<file path="src/rtl/delete_order_event_queue.sv">
// delete_order_event_queue
//
// Buffers completed ITCH Delete Order references from the 'D' decoder in a
// first-word-fall-through FIFO. Every accepted event is tagged with a
// wrapping sequence number and offered to the order-book stage over a
// valid/ready handshake. Invalid packets and FIFO-full drops are counted
// so that lost events can be observed.
//
// Ports
//   i_clk                    system clock, rising edge
//   i_rst                    asynchronous active-high reset
//   i_delete_internal_valid  decoder pulse: i_delete_order_ref is complete
//   i_delete_packet_invalid  decoder flag: current message is malformed
//   i_delete_order_ref       parsed 64-bit order reference
//   o_out_valid              head entry is valid
//   i_out_ready              consumer takes the head entry this cycle
//   o_out_order_ref          head entry order reference
//   o_out_seq                head entry sequence tag
//   o_fifo_count             occupancy, 0..DEPTH
//   o_full                   occupancy equals DEPTH
//   o_overflow_cnt           events dropped on a full FIFO (saturating)
//   o_invalid_cnt            cycles with i_delete_packet_invalid (saturating)

module delete_order_event_queue #(
  parameter int DEPTH = 8,
  parameter int SEQ_W = 16,
  parameter int CNT_W = 16
) (
  input  logic                     i_clk,
  input  logic                     i_rst,
  input  logic                     i_delete_internal_valid,
  input  logic                     i_delete_packet_invalid,
  input  logic [63:0]              i_delete_order_ref,
  output logic                     o_out_valid,
  input  logic                     i_out_ready,
  output logic [63:0]              o_out_order_ref,
  output logic [SEQ_W-1:0]         o_out_seq,
  output logic [$clog2(DEPTH):0]   o_fifo_count,
  output logic                     o_full,
  output logic [CNT_W-1:0]         o_overflow_cnt,
  output logic [CNT_W-1:0]         o_invalid_cnt
);

  localparam int AW = $clog2(DEPTH);

  localparam logic [AW:0]      PTR_ONE = 1;
  localparam logic [SEQ_W-1:0] SEQ_ONE = 1;
  localparam logic [CNT_W-1:0] CNT_ONE = 1;

  typedef struct packed {
    logic [63:0]      orderRef;
    logic [SEQ_W-1:0] seq;
  } entry_t;

  // Storage and state
  entry_t           r_mem [DEPTH];
  logic [AW:0]      r_wrPtr;
  logic [AW:0]      r_rdPtr;
  logic [SEQ_W-1:0] r_nextSeq;
  entry_t           r_head;
  logic [CNT_W-1:0] r_overflowCnt;
  logic [CNT_W-1:0] r_invalidCnt;

  // Combinational helpers
  logic        w_empty;
  logic        w_full;
  logic        w_pushReq;
  logic        w_pop;
  logic        w_accept;
  logic        w_drop;
  logic [AW:0] w_wrPtrNext;
  logic [AW:0] w_rdPtrNext;
  entry_t      w_newEntry;
  entry_t      w_nextHead;

  // Extra pointer MSB distinguishes full from empty when the index bits match.
  assign w_empty    = (r_wrPtr == r_rdPtr);
  assign w_full     = (r_wrPtr[AW] != r_rdPtr[AW]) &&
                      (r_wrPtr[AW-1:0] == r_rdPtr[AW-1:0]);
  assign w_pushReq  = i_delete_internal_valid & ~i_delete_packet_invalid;
  assign w_pop      = ~w_empty & i_out_ready;
  // A pop in the same cycle frees a slot, so a push at full still lands.
  assign w_accept   = w_pushReq & (~w_full | w_pop);
  assign w_drop     = w_pushReq & w_full & ~w_pop;
  assign w_newEntry = '{orderRef: i_delete_order_ref, seq: r_nextSeq};

  // Pointer advance and the value that will sit at the head after this edge.
  // The head register is refreshed from memory, except when the next head is
  // the very slot being written this cycle (push into empty, or push+pop at
  // a single entry); then the incoming entry is forwarded directly.
  always_comb begin
    w_wrPtrNext = r_wrPtr;
    w_rdPtrNext = r_rdPtr;
    w_nextHead  = r_head;
    if (w_accept) begin
      w_wrPtrNext = r_wrPtr + PTR_ONE;
    end
    if (w_pop) begin
      w_rdPtrNext = r_rdPtr + PTR_ONE;
    end
    if (w_wrPtrNext != w_rdPtrNext) begin
      if (w_accept && (w_rdPtrNext[AW-1:0] == r_wrPtr[AW-1:0])) begin
        w_nextHead = w_newEntry;
      end else begin
        w_nextHead = r_mem[w_rdPtrNext[AW-1:0]];
      end
    end
  end

  // Entry storage; contents are deliberately left alone by reset.
  always_ff @(posedge i_clk) begin
    if (w_accept) begin
      r_mem[r_wrPtr[AW-1:0]] <= w_newEntry;
    end
  end

  // Pointers, head register and sequence tag.
  always_ff @(posedge i_clk or posedge i_rst) begin
    if (i_rst) begin
      r_wrPtr   <= '0;
      r_rdPtr   <= '0;
      r_head    <= '0;
      r_nextSeq <= '0;
    end else begin
      r_wrPtr <= w_wrPtrNext;
      r_rdPtr <= w_rdPtrNext;
      r_head  <= w_nextHead;
      if (w_accept) begin
        r_nextSeq <= r_nextSeq + SEQ_ONE;
      end
    end
  end

  // Loss counters stick at all-ones instead of wrapping.
  always_ff @(posedge i_clk or posedge i_rst) begin
    if (i_rst) begin
      r_overflowCnt <= '0;
      r_invalidCnt  <= '0;
    end else begin
      if (w_drop && (r_overflowCnt != '1)) begin
        r_overflowCnt <= r_overflowCnt + CNT_ONE;
      end
      if (i_delete_packet_invalid && (r_invalidCnt != '1)) begin
        r_invalidCnt <= r_invalidCnt + CNT_ONE;
      end
    end
  end

  // All outputs come from registers only.
  assign o_out_valid     = ~w_empty;
  assign o_out_order_ref = r_head.orderRef;
  assign o_out_seq       = r_head.seq;
  assign o_fifo_count    = r_wrPtr - r_rdPtr;
  assign o_full          = w_full;
  assign o_overflow_cnt  = r_overflowCnt;
  assign o_invalid_cnt   = r_invalidCnt;

endmodule

</file>
<file path="config.mk">
export PLATFORM = sky130hd
export DESIGN_NAME = delete_order_event_queue
export DESIGN_NICKNAME = d
export VERILOG_FILES = /design/src/rtl/delete_order_event_queue.sv
export SDC_FILE = /design/constraint.sdc
export NUM_CORES = 1
export LEC_CHECK = 0
export CAP_MARGIN = 20
export CORE_MARGIN = 3
export CORE_UTILIZATION = 30
export CTS_BUF_LIST = sky130_fd_sc_hd__clkbuf_8
export DETAILED_ROUTE_END_ITERATION = 10
export GPL_ROUTABILITY_DRIVEN = 0
export SYNTH_ARGS = -nofsm -noshare
export SYNTH_HDL_FRONTEND = slang
export SYNTH_SLANG_ARGS = --single-unit
</file>
<file path="constraint.sdc">
create_clock -name i_clk -period 27.7 [get_ports i_clk]
set_clock_uncertainty 0.2 [all_clocks]
set_input_delay 2.77 -clock i_clk [delete_from_list [all_inputs] [get_ports i_clk]]
set_output_delay 2.77 -clock i_clk [all_outputs]
set_load 0.1 [all_outputs]
</file>
==> results.toml, run 1 <==
[synth]
ys_ff_latch = 776
synth_ff_type = "edfxtp_1"
synth_edf_count = 640
ys_seq_area_share_pct = 62.58
syn-cell-area_um2 = 36150
yosysUniqueCellTypes = 46
syn_area_per_cell_um2 = 17.85
yosys.area.top_type_share_pct = 53.16
synthesis.nets = 2103
synth_common_cells = "640 x edfxtp_1, 320 x mux4_2, 163 x a21oi_1"
ys_warn_count = 0
yosys.area.top_type = "edfxtp_1"
synth_most_common_cell = "edfxtp_1"
ys_top_cells_by_area = "edfxtp_1 53%, mux4_2 20%, dfrtp_1 9.4%, mux2_2 3.7%, a21oi_1 2.3%"
synthArstFlopShare_pct = 17.53
synthCells = 2025

[detailed_routing]
drc = 0
drt-pass1-iter-count = 5
postRouteAntennaNets = 0
drt_wl_total_um = 96730
viasPerCell = 5.300
dr.first_iter.drc_count = 1772
drt-wirelength-per-cell_um = 24.41
dr_total_vias = 21000

[sta]
report.final.slew_viol_count = 0
setup_tns_ns = 0
fin_crit_ns = 7.435
post-route-period-util_pct = 26.84
rsz0062_at_grt = "false"
hold_viol_final = 0
worst_pin_slew_ns = 1.158
setup_ws_ns = 20.26
setup_viol = 0
fmax_ghz = 0.1345
relSlewSlack_pct = 22.56

[die]
io_pins = 187
core_area_um2 = 118900
die_area_um2 = 124700
start_util_pct = 30.41
rows = 126
die_w_um = 353.1
chipHeight_um = 353.1

[clock_tree]
hold_buffers = 0
cts-htree-levels = 4
cts_setup_buffers = 0
root_buffer = "clkbuf_8"
cts_tree = "yes"
cts.sinks = 776
clock_tree.buffer_depth = 3
cts_resized = 0
cts_made_buffers = 139
clkTransAtPathRegs_ns = 0.06
clk_latency_ns = 0.80

[global_route]
grt_pass1_vias = 22690
antenna_found_initial = 11
grt_usage_pct = 15.40
grt_pass1_wl_um = 146100
grt_max_degree = 109
gr-total-overflow = 0

[worst_setup_path]
ff2ff_setup_slack_ns = 22.33
critPathMaxFanout = 33
worstPathRequired_ns = 24.73
r2r-start = "r_rdPtr[0]"
worstRegToRegCells = 8
endpoint_kind = "output port"
r2r_end = "o_out_seq[5]"
crit_path_start_kind = "flop"
arrival_ns = 4.47
worstSetupPathType = "flop to output port"

[place]
port-buffer-count = 186
dp.cells = 3694
dpl-instance-area_um2 = 39810
place_ws_ns = 20.76
dpl.hpwl_um = 54180

[pwr]
power.density_nw_per_um2 = 126.2
p_leak_nw = 14.19
ir_worst_vdd_mv = 0.2348

[finish]
syn_to_final_growth_pct = 18.22
fin_cells = 3962
drive_above_1_share_pct = 31.54
stdcell_area_um2 = 42740
layout.nets = 2319
fill_cells = 11090

[worst_hold_path]
hp-start = "o_out_order_ref[21]"
hold_class = "flop to flop"
hold_end = "o_out_order_ref[21]"
hold_path_depth = 1

[run_status]
status = "complete, no violations"

[run]
cap_violations = 0
## worst max path at each step
stage / startpoint / end / slack, ns / depth (start not counted)
floorplan: i_out_ready / r_mem[0][0] / 15.98 / 3
CTS: r_rdPtr[2] / o_full / 20.16 / 5
detailed placement: i_delete_packet_invalid / o_out_order_ref[52] / 20.76 / 9
global placement: i_delete_packet_invalid / o_out_order_ref[52] / 20.79 / 9
finish: r_rdPtr[2] / o_full / 20.26 / 5
global route: r_rdPtr[2] / o_full / 19.99 / 5
## critical path: stages, from the launching register on
cell and delay [ns]:
dfrtp_4 0.90, inv_1 0.19, ha_1 0.40, nand3_1 0.72
nor2_1 0.29, clkdlybuf4s50_1 1.17
## where the power goes
group | internal, mW | switching, mW
registers | 1.44 | 0.145
logic | 1.14 | 1.62
clock network | 0.564 | 0.486
## flip-flops by register name, indices dropped and copies added, names as in the netlist
signal	cells
o_overflow_cnt	16
r_nextSeq	16
r_rdPtr	4
o_out_order_ref	64
o_out_seq	16
o_invalid_cnt	16
r_wrPtr	4
r_mem	640
## cell usage in the layout, fill, tap and decap left out, drive strengths merged, types with 2 or more instances in the layout
master,netlist,final
clkinv,0,28
xnor2,38,38
edfxtp,640,640
a21oi,163,163
o21a,2,2
dfrtp,136,136
mux4,320,320
nor3,10,10
nor4,3,3
nand4,9,9
clkinvlp,0,7
xor2,18,18
o21ai,164,164
a21o,2,2
and2,3,3
and4,6,6
inv,11,72
xnor3,3,3
nand2b,2,2
buf,50,50
nor2,15,15
nor2b,2,2
o211ai,3,3
bufinv,0,5
nand3,24,24
diode,0,6
nand2,24,24
a22oi,80,80
clkbuf,111,155
mux2,162,162
and3,6,6
clkdlybuf4s50,0,186
ha,8,8
## logic make-up (layout without fill, tap and decap cells)
kind of cell,Yosys count,count (layout),share of synthesized area (%)
flip-flops,776,776,62.58
multiplexers,482,482,25.38
other,0,6,0
AND/OR/NAND/NOR,106,106,1.492
adder cells (fa/ha/maj),9,9,0.3323
buffers and inverters,172,503,2.035
AO/OA/AOI/OAI,420,420,6.559
XOR/XNOR,60,60,1.630
## layout make-up
class	count	area, µm²	share of cell area [%]
antenna	6	15.01	0.03513
clock buffer	155	2133	4.992
clock inverter	101	609.3	1.426
inverter	11	48.80	0.1142
multi-input combinational	1077	12920	30.23
sequential	776	22630	52.95
tap	1600	2002	4.684
timing repair buffer	236	2382	5.574
## layer usage
metal	global-route usage, %	part of all wire (%)	vias up
li1	-	-	8885
met5	0	0.010	-
met2	25.61	49	766
met3	3.708	7.0	152
met4	4.720	2.1	2
met1	19.94	42	11200
## per-stage QoR
stage          hold WS (ns)  power (mW)  util, %
2_1_floorplan        0.3495       3.681        -
5_1_grt              0.3150       5.670    35.94
4_1_cts              0.2972       5.444    35.80
3_3_place_gp         0.2772       4.311    33.46
6_report             0.2932       5.394    35.95
3_5_place_dp         0.2843       4.371    33.49
Power figures use the tool's default switching activity.
==> run 2, diff against run 1 <==
==> constraint.sdc (replaced) <==
create_clock -name i_clk -period 6.4 [get_ports i_clk]
set_clock_uncertainty 0.2 [all_clocks]
set_input_delay 0.64 -clock i_clk [delete_from_list [all_inputs] [get_ports i_clk]]
set_output_delay 0.64 -clock i_clk [all_outputs]
set_load 0.1 [all_outputs]
==> results.toml, run 2 (synthesis gave the netlist of run 1 again) <==
[finish]
final_common_cell = "edfxtp_1"
final_cell_mix = "640 x edfxtp_1, 320 x mux4_2, 180 x clkdlybuf4s50_1"
seq_area_um2 = 22630
layout.nets = 2290
multi_input_area_um2 = 12950
stdcell_area_um2 = 42290
syn_to_final_growth_pct = 16.98
fill_cells = 11110
drive_above_1_share_pct = 30.67
largest_reg_flops = 640

[clock_tree]
cts-htree-levels = 3
hold_buffers = 0
cts_made_buffers = 119
clock_tree.buffer_depth = 3
clkTransAtPathRegs_ns = 0.06
clk_latency_ns = 0.76
root_buffer = "clkbuf_8"
cts_tree = "yes"
cts_resized = 0
cts_setup_buffers = 0
cts.sinks = 776

[worst_setup_path]
crit_family = "compound AO/OA/AOI/OAI gates"
worstPathRequired_ns = 6.80
r2r-start = "r_rdPtr[2]"
crit_path_end = "o_out_seq[8]"
ff2ff_setup_slack_ns = 1.32
timing.critical_path.buf_inv = 2
arrival_ns = 5.48
cp-startpoint = "r_rdPtr[2]"
cp_cell_sequence = "inv_1 -> ha_1 -> nand3_1 -> o21a_4 -> nor3_1 -> o2111ai_4 -> buf_4 -> mux2_2 -> mux2_2"
critPathMaxFanout = 72
worstRegToRegCells = 9
endpoint_kind = "flop"
crit_path_start_kind = "flop"
r2r_end = "o_out_seq[8]"
crit_path_frequent_cell = "mux2_2"
worstSetupPathType = "flop to flop"
critPathMaxStageDelay_ns = 0.82
slowest_stage = "o21a_4"
cp.depth = 9

[place]
dpl.hpwl_um = 52920
port-buffer-count = 186
dpl-instance-area_um2 = 39900

[global_route]
antenna_found_initial = 7
gr-total-overflow = 0
grt_pass1_vias = 22150
grt_pass1_wl_um = 146000
grt_max_degree = 161
grt_usage_pct = 15.41

[sta]
post-route-period-util_pct = 79.39
setup_viol = 0
worst_pin_slew_ns = 1.252
hold_viol_final = 0
fin_crit_ns = 5.081
report.final.slew_viol_count = 0
relSlewSlack_pct = 16.55
holdWs_ns = 0.2229
rsz0062_at_grt = "false"
fmax_ghz = 0.1968

[die]
io_pins = 187
die_area_um2 = 124700
core_area_um2 = 118900
rows = 126
die_w_um = 353.1
start_util_pct = 30.41
chipHeight_um = 353.1

[pwr]
internal_power_mw = 13.26
combinationalPowerShare_pct = 52.8
p_sw_mw = 9.555
power.density_nw_per_um2 = 539.5
p_leak_nw = 13.95
pwr-share-clk_pct = 17.6
swShare_pct = 41.88
ir_worst_vdd_mv = 0.8622
p_seq_share_pct = 29.6

[detailed_routing]
drt-wirelength-per-cell_um = 24.92
viasPerCell = 5.346
drt-pass1-iter-count = 5
drt_wl_total_um = 97570
postRouteAntennaNets = 0
dr_total_vias = 20940
dr.first_iter.drc_count = 1629
drc = 0

[run_status]
status = "complete, no violations"

[worst_hold_path]
hold_class = "primary input to async pin"

[run]
cap_violations = 0
-- run 2: how the worst min path moves through the flow --
stage	endpoint	slack, ns	cells past startpoint
2_1_floorplan	r_wrPtr[3]	0.35	1
3_3_place_gp	o_out_order_ref[16]	0.27	1
3_5_place_dp	o_out_order_ref[13]	0.28	1
4_1_cts	o_out_order_ref[61]	0.24	2
5_1_grt	o_out_order_ref[62]	0.25	2
6_report	o_out_order_ref[62]	0.22	2
-- run 2: area by class of cell --
type	instances	share of cell area, %
Inverter	11	0.1213
Multi-Input combinational cell	1077	30.62
Clock inverter	84	0.9882
Timing Repair Buffer	227	5.468
Tap cell	1600	4.734
Sequential cell	776	53.51
Clock buffer	140	4.556
Antenna cell	1	0.005917
-- run 2: through the flow --
stage / utilization [%] / setup slack, ns / std cells / power (mW) / setup TNS, ns
after global routing: 35.58 / 0.9802 / 3916 / 24.03 / 0
after detailed placement: 33.57 / 1.285 / 3689 / 18.95 / 0
after CTS: 35.54 / 1.260 / 3913 / 23.04 / 0
after global placement: 33.53 / 1.434 / 3687 / 18.75 / 0
after floorplan: - / -1.808 / 2025 / 15.92 / -491.24
final: 35.58 / 1.319 / 3916 / 22.81 / 0
-- run 2: metal layers --
| layer | wire [µm] | global-route usage [%] |
|---|---|---|
| met1 | 41260 | 20.48 |
| met2 | 46990 | 25.11 |
| met3 | 7147 | 3.770 |
| met4 | 2143 | 4.444 |
| met5 | 30 | 0 |
-- run 2: power groups by stage --
stage / Combinational, mW / Clock (mW) / Sequential [mW]
6_report: 12.0 / 4.02 / 6.76
5_1_grt: 12.8 / 4.38 / 6.85
4_1_cts: 12.1 / 4.14 / 6.77
3_5_place_dp: 12.1 / 0 / 6.86
3_3_place_gp: 11.9 / 0 / 6.83
2_1_floorplan: 7.20 / 0 / 8.72
==> run 3, diff against run 2 <==
==> constraint.sdc (replaced) <==
create_clock -name i_clk -period 4.2 [get_ports i_clk]
set_clock_uncertainty 0.2 [all_clocks]
set_input_delay 0.42 -clock i_clk [delete_from_list [all_inputs] [get_ports i_clk]]
set_output_delay 0.42 -clock i_clk [all_outputs]
set_load 0.1 [all_outputs]
==> results.toml, run 3 (synthesis gave the netlist of run 1 again) <==
[sta]
fin_crit_ns = 3.742
setup_tns_ns = 0
post-route-period-util_pct = 89.10
rsz0062_at_grt = "false"
worst_pin_slew_ns = 1.129
hold_viol_final = 0
setup_viol = 0
report.final.slew_viol_count = 0
fmax_ghz = 0.2672
relSlewSlack_pct = 24.50
setup_ws_ns = 0.4577

[place]
place_ws_ns = 0.2918
dpl.hpwl_um = 51270
port-buffer-count = 186
dpl-instance-area_um2 = 40230
dp.cells = 3697

[run]
cap_violations = 0

[global_route]
grt.met1_usage_pct = 20.51
grt_usage_pct = 15.46
gr-total-overflow = 0
grtUsageMet2_pct = 24.79
grt_pass1_vias = 22910
antenna_found_initial = 7
grt_util_met3_pct = 4.178
grt_most_used_layer = "met2"
grt_max_degree = 129
grt_pass1_wl_um = 146400

[finish]
final_cell_mix = "640 x edfxtp_1, 320 x mux4_2, 180 x clkdlybuf4s50_1"
largest_reg_flops = 640
stdcell_area_um2 = 43010
syn_to_final_growth_pct = 18.98
drive_above_1_share_pct = 31.83
fin_cells = 3960
final_common_cell = "edfxtp_1"
layout.nets = 2316

[worst_hold_path]
hold_class = "primary input to flop"
hp-start = "i_delete_packet_invalid"

[pwr]
p_leak_nw = 14.30
ir_worst_vdd_mv = 0.9220
power.density_nw_per_um2 = 832.3

[clock_tree]
cts.sinks = 776
clock_tree.buffer_depth = 3
cts_setup_buffers = 0
cts_tree = "yes"
clk_latency_ns = 0.83
clkTransAtPathRegs_ns = 0.06
cts-htree-levels = 4
cts_made_buffers = 138
root_buffer = "clkbuf_8"

[worst_setup_path]
critPathMaxFanout = 37
crit_path_start_kind = "flop"
arrival_ns = 4.21
endpoint_kind = "flop"
worstSetupPathType = "flop to flop"
crit_family = "buffers and inverters"
critPathMaxStageDelay_ns = 0.64
r2r-start = "r_wrPtr[0]"
worstPathRequired_ns = 4.66
timing.critical_path.buf_inv = 2
slowest_stage = "buf_4"
cp-startpoint = "r_wrPtr[0]"
cp_cell_sequence = "inv_4 -> ha_4 -> nand3_2 -> o211ai_1 -> xnor2_1 -> xor3_1 -> o211ai_4 -> buf_4 -> mux2_2"

[die]
start_util_pct = 30.41
rows = 126
die_area_um2 = 124700
io_pins = 187
chipHeight_um = 353.1
die_w_um = 353.1
core_area_um2 = 118900

[detailed_routing]
drt-wirelength-per-cell_um = 24.60
drt-pass1-iter-count = 5
dr.first_iter.drc_count = 1883
postRouteAntennaNets = 0
dr_total_vias = 21390
drc = 0
drt_wl_total_um = 97430
viasPerCell = 5.401

[run_status]
status = "complete, no violations"
-- run 3: cell types whose count changed in the layout (fill, tap and decap cells not counted), sizes merged --
| cell | delta |
|---|---|
| diode | +3 |
| clkbuf | +14 |
| bufinv | +1 |
| dlygate4sd3 | +1 |
| inv | +17 |
| clkinvlp | -1 |
| buf | +6 |
| clkinv | +3 |
-- run 3: layout make-up --
type / count / area (µm²)
multi-input cells: 1077 / 13040
flip-flops and latches: 776 / 22630
repair buffers: 234 / 2522
clock inverters: 104 / 640.6
well taps: 1600 / 2002
fillers: 11010 / 75860
clock buffers: 154 / 2120
inverters: 11 / 50.05
diodes: 4 / 10.01
-- run 3: metal layers --
metal	routed length (µm)	vias up
met5	35	-
met4	1963	6
met3	7760	167
met2	47050	884
met1	40610	11440
li1	-	8888
-- run 3: repair_timing --
| action | in CTS | in global routing |
|---|---|---|
| gates resized for setup | 0 | 0 |
| hold buffers | 1 | 0 |
| hold endpoints to repair | 24 | 0 |
-- run 3: final timing paths --
check | to | slack [ns] | depth (start not counted)
min in group asynchronous | o_out_seq[2] | 0.46 | 3
max reg2reg | o_out_order_ref[54] | 0.46 | 9
min | o_invalid_cnt[8] | 0.16 | 3
max in group asynchronous | o_out_order_ref[42] | 2.29 | 4
min reg2reg | o_invalid_cnt[10] | 0.29 | 1
max | o_out_order_ref[54] | 0.46 | 9
-- run 3: worst register-to-register path: stages, from the launching register on --
cell      delay, ns
dfrtp_2        0.52
inv_4          0.11
ha_4           0.30
nand3_2        0.22
o211ai_1       0.36
xnor2_1        0.22
xor3_1         0.42
o211ai_4       0.11
buf_4          0.64
mux2_2         0.52
-- run 3: power breakdown --
part	internal, mW	switching (mW)	leakage [nW]	total (mW)
Sequential	9.49	0.669	7.46	10.2
Combinational	7.64	11.0	5.22	18.7
Clock	3.64	3.31	1.62	6.95
Total	20.8	15.0	14.3	35.8
-- run 3: through the flow --
stage          total power [mW]  utilization [%]  hold WS (ns)
6_report                  35.80            36.18        0.1580
5_1_grt                   37.62            36.18        0.1001
4_1_cts                   36.26            36.18       0.04272
3_5_place_dp              29.13            33.84        0.2806
3_3_place_gp              28.76            33.84        0.2687
2_1_floorplan             24.39                -        0.3189
